**config.mk**
```make
export PLATFORM = sky130hd
export DESIGN_NAME = id_issue_stage
export DESIGN_NICKNAME = d
export VERILOG_FILES = /design/src/rtl/id_issue_stage.sv
export SDC_FILE = /design/constraint.sdc
export NUM_CORES = 1
export LEC_CHECK = 0
export ABC_AREA = 1
export BUFFER_PORTS_ARGS = -buffer_cell sky130_fd_sc_hd__buf_2
export CORE_MARGIN = 3
export CORE_UTILIZATION = 31
export DETAILED_ROUTE_END_ITERATION = 12
export GPL_ROUTABILITY_DRIVEN = 0
export SLEW_MARGIN = 25
export SYNTH_ARGS = -nofsm -noshare
export SYNTH_HDL_FRONTEND = slang
export SYNTH_SLANG_ARGS = --single-unit
```
**constraint.sdc**
```tcl
create_clock -name clk -period 1.6 [get_ports clk]
set_input_delay 0.24 -clock clk [delete_from_list [all_inputs] [get_ports clk]]
set_output_delay 0.24 -clock clk [all_outputs]
set_load 0.01 [all_outputs]
```
**src/rtl/id_issue_stage.sv**
```systemverilog
// Decode/issue stage: IF/ID and ID/EX registers with a one-bubble load-use interlock.
// Optional macro STALL_CNT_EN adds a live load-use bubble counter on perf_stall_cnt.
module id_issue_stage #(
    parameter logic [31:0] NOP_INST = 32'h0000_0000,
    parameter int unsigned PERF_W   = 32
) (
    input  logic              clk,
    input  logic              resetn,
    input  logic              if_valid,
    input  logic [31:0]       if_pc,
    input  logic [31:0]       if_inst,
    input  logic              ex_ready,
    input  logic              flush,
    output logic [4:0]        raddr1,
    output logic [4:0]        raddr2,
    input  logic [31:0]       rdata1,
    input  logic [31:0]       rdata2,
    output logic              stall_to_if,
    output logic              idex_valid,
    output logic [31:0]       idex_pc,
    output logic [31:0]       idex_inst,
    output logic [31:0]       idex_src1,
    output logic [31:0]       idex_src2,
    output logic [PERF_W-1:0] perf_stall_cnt
);

    localparam int unsigned XLEN = 32;
    localparam int unsigned RW   = 5;

    logic            ifid_valid;
    logic [XLEN-1:0] ifid_pc;
    logic [XLEN-1:0] ifid_inst;

    logic            ex_load;
    logic [RW-1:0]   load_dest;
    logic            hazard;

    assign raddr1 = ifid_inst[25:21];
    assign raddr2 = ifid_inst[20:16];

    // Load in EX whose destination is read by the instruction in ID
    always_comb begin
        ex_load   = idex_valid & (idex_inst[31:29] == 3'b100);
        load_dest = idex_inst[20:16];
        hazard    = ifid_valid & ex_load & (load_dest != RW'(0)) &
                    ((load_dest == ifid_inst[25:21]) | (load_dest == ifid_inst[20:16]));
    end

    assign stall_to_if = resetn & ~flush & (~ex_ready | hazard);

    // IF/ID register: holds on EX busy or hazard
    always_ff @(posedge clk or negedge resetn) begin
        if (!resetn) begin
            ifid_valid <= 1'b0;
            ifid_pc    <= XLEN'(0);
            ifid_inst  <= NOP_INST;
        end else if (flush) begin
            ifid_valid <= 1'b0;
            ifid_inst  <= NOP_INST;
        end else if (ex_ready && !hazard) begin
            if (if_valid) begin
                ifid_valid <= 1'b1;
                ifid_pc    <= if_pc;
                ifid_inst  <= if_inst;
            end else begin
                ifid_valid <= 1'b0;
                ifid_inst  <= NOP_INST;
            end
        end
    end

    // ID/EX register: bubble on hazard, freeze on EX busy
    always_ff @(posedge clk or negedge resetn) begin
        if (!resetn) begin
            idex_valid <= 1'b0;
            idex_pc    <= XLEN'(0);
            idex_inst  <= NOP_INST;
            idex_src1  <= XLEN'(0);
            idex_src2  <= XLEN'(0);
        end else if (flush) begin
            idex_valid <= 1'b0;
            idex_inst  <= NOP_INST;
            idex_src1  <= XLEN'(0);
            idex_src2  <= XLEN'(0);
        end else if (ex_ready) begin
            if (hazard) begin
                idex_valid <= 1'b0;
                idex_pc    <= XLEN'(0);
                idex_inst  <= NOP_INST;
                idex_src1  <= XLEN'(0);
                idex_src2  <= XLEN'(0);
            end else begin
                idex_valid <= ifid_valid;
                idex_pc    <= ifid_pc;
                idex_inst  <= ifid_inst;
                idex_src1  <= rdata1;
                idex_src2  <= rdata2;
            end
        end
    end

`ifdef STALL_CNT_EN
    // Counts only bubbles actually injected, wraps naturally
    always_ff @(posedge clk or negedge resetn) begin
        if (!resetn) begin
            perf_stall_cnt <= PERF_W'(0);
        end else if (!flush && ex_ready && hazard) begin
            perf_stall_cnt <= perf_stall_cnt + PERF_W'(1);
        end
    end
`else
    assign perf_stall_cnt = PERF_W'(0);
`endif

endmodule

```
==> impl_metrics.json <==
{
  "status": "finished with violations",
  "violations": "negative setup slack",
  "fillerInstances": 2596,
  "synth_area_um2": 8480,
  "syn_inst": 951,
  "worstMarginPinSlew_ns": 0.766,
  "finalCritPeriodShare_pct": 125,
  "clock.fmax_mhz": 500,
  "hp-class": "input pin to flip-flop",
  "stdcell_area_um2": 11900,
  "syn_area_per_cell_um2": 8.92,
  "ioPinCount": 305,
  "synth_seq_cells": 194,
  "numCtsBuffers": 17,
  "layout_min_cycle_time_ns": 2.00,
  "hold_slack_ns": 0.0239,
  "post-route-drc-count": 0,
  "synthArstFlopShare_pct": 100,
  "placementRows": 59,
  "crit_type": "flip-flop to flip-flop",
  "yosysTopAreaCellShare_pct": 57.2,
  "synth_edf_count": 0,
  "postRouteAntennaNets": 0,
  "clock_latency_ns": 0.43,
  "final_core_util_pct": 44.8,
  "grt_usage_pct": 17.2,
  "relSlewSlack_pct": 49.0,
  "ys_seq_area_share_pct": 57.2,
  "synth_most_common_cell": "nand3_1",
  "rsz0062_at_grt": "yes",
  "grt_pass1_vias": 7425,
  "ys_types": 20,
  "ys_warn_count": 0,
  "setup_viol": 195,
  "met3_usage_pct": 5.17,
  "use_met2_pct": 27.5,
  "groute.layer.met1.usage_pct": 23.1,
  "h-tree-depth": 4,
  "placed_cell_area_um2": 10200,
  "hold_viol": 0,
  "design.die.area_um2": 29400,
  "finalSetupTns_ns": -53.32,
  "grt_pass1_wl_um": 40400,
  "via_count": 7754,
  "arrival_ns": 2.32,
  "layout_setup_ws_ns": -0.400,
  "start_kind": "flip-flop",
  "cts_tree": "built",
  "drive_gt1_share_pct": 39.9,
  "numClockSinks": 194,
  "die_h_um": 171,
  "grt_max_degree": 121,
  "crit_fanout": 11,
  "netlist_top_cells_count": "321 x nand3_1, 245 x nand2_1, 194 x dfrtp_1",
  "busiest_layer": "met2",
  "maxCapViolations": 0,
  "portBuffers": 272,
  "power_leakage_nw": 6.53,
  "core_um2": 26500,
  "viasPerCell": 4.90,
  "clock-skew-final_ns": 0.0106,
  "cp-end-kind": "flip-flop",
  "wl_per_cell_um": 17.3,
  "final_net_count": 1365,
  "clk_pin_slew_ns": 0.08,
  "synth_area_leader_cell": "dfrtp_1",
  "grt_antenna_before_repair": 5,
  "place_ws_ns": -0.0734,
  "slew_viol_final": 0,
  "grt.overflow.total": 0,
  "clockBufferDepth": 2,
  "required_ns": 1.92,
  "totalWireLength_um": 27300,
  "synth_flop_cell": "dfrtp_1",
  "place_hpwl_um": 16700,
  "chipWidth_um": 171,
  "start_util_pct": 32.0,
  "powerDensity_nw_per_um2": 952,
  "ir_drop_mv": 0.584,
  "drt_iter0_markers": 487,
  "cts_root_buffer": "clkbuf_16",
  "syn_to_final_growth_pct": 40.1,
  "netlist_top_cells_area": "dfrtp_1 57%, nand3_1 19%, nand2_1 11%",
  "dr.pass1.iters": 6
}
worst paths after layout:
check	end	slack, ns	depth (start not counted)	from
max in group asynchronous	idex_src1[2]$_DFFE_PN0P_	0.48	3	resetn
min in group asynchronous	idex_inst[20]$_DFFE_PN0P_	0.46	3	resetn
max reg2reg	idex_inst[7]$_DFFE_PN0P_	-0.40	13	idex_inst[16]$_DFFE_PN0P_
max	idex_inst[7]$_DFFE_PN0P_	-0.40	13	idex_inst[16]$_DFFE_PN0P_
min reg2reg	ifid_pc[9]$_DFFE_PN0P_	0.48	2	ifid_pc[9]$_DFFE_PN0P_
min	idex_src2[16]$_DFFE_PN0P_	0.02	3	rdata2[16]
cell type report:
type / instances / area, µm² / share of cell area [%]
flip-flops and latches: 194 / 4860 / 40.9
multi-input cells: 653 / 3460 / 29.1
repair buffers: 350 / 2520 / 21.2
clock buffers: 18 / 439 / 3.70
well taps: 335 / 419 / 3.53
clock inverters: 14 / 123 / 1.03
inverters: 16 / 65.1 / 0.548
diodes: 1 / 2.50 / 0.0211
stage by stage:
stage,total power [mW],cells
6_report,11.3,1581
5_1_grt,11.9,1581
4_1_cts,11.4,1554
3_5_place_dp,7.17,1516
3_3_place_gp,7.14,1516
2_1_floorplan,6.39,982
power by group:
| part | total [mW] | switching [mW] | internal, mW |
|---|---|---|---|
| sequential | 5.55 | 0.242 | 5.31 |
| clock | 4.16 | 2.07 | 2.08 |
| combinational | 1.61 | 0.982 | 0.623 |
cells by family after synthesis:
| logic type | Yosys count | synth area share, % |
|---|---|---|
| buf+inv | 135 | 9.62 |
| simple gates | 580 | 30.6 |
| xor+xnor | 2 | 0.207 |
| compound gates | 39 | 2.35 |
| other cells | 1 | 0.0442 |
| flops | 194 | 57.2 |
placed cells by master, fill, tap and decap left out, types with 2 or more instances in the layout:
master      count
inv_4           2
nand3_2        87
inv_6           2
o21ai_0        33
xnor2_1         2
nand3_1       234
clkinvlp_4      6
conb_1         32
nand2_8         2
clkbuf_16      26
buf_8           3
buf_12         18
nor2_1          6
clkbuf_8        2
dfrtp_1       192
buf_16          6
clkinv_4        3
dfrtp_2         2
inv_2           5
inv_8           3
buf_6           9
inv_1           8
o21ai_1         5
buf_2         270
nand2_2        12
buf_4          33
nand2_1       233
layer usage:
metal / wire length, µm / vias up
li1: - / 3669
met1: 11800 / 3742
met2: 12900 / 300
met3: 2160 / 35
met4: 419 / 8
met5: 48 / -
state kept, by name, indices dropped and copies added (netlist names):
| register | count |
|---|---|
| idex_inst | 32 |
| idex_pc | 32 |
| idex_src1 | 32 |
| idex_src2 | 32 |
| ifid_inst | 32 |
| ifid_pc | 32 |
| idex_valid | 1 |
| ifid_valid | 1 |
worst max-delay path: stages (launching register included):
cell and delay [ns]:
dfrtp_2 0.45, nor2_1 0.13, nor2_1 0.06, nor2_1 0.09, nand3_1 0.10, nand2_2 0.13
nand2_8 0.06, buf_4 0.13, buf_12 0.15, buf_12 0.15, buf_12 0.13, clkbuf_16 0.16
nand3_2 0.06, nand2_1 0.06
timing repair:
action,CTS,global route
endpoints found under the hold margin,116,0
hold buffers,1,0
gates resized for setup,8,128
pin swaps,4,18
buffers inserted,2,15
endpoints found under the setup margin,191,195
cloned,3,11
No activity file was read; power rests on OpenSTA's default activity.
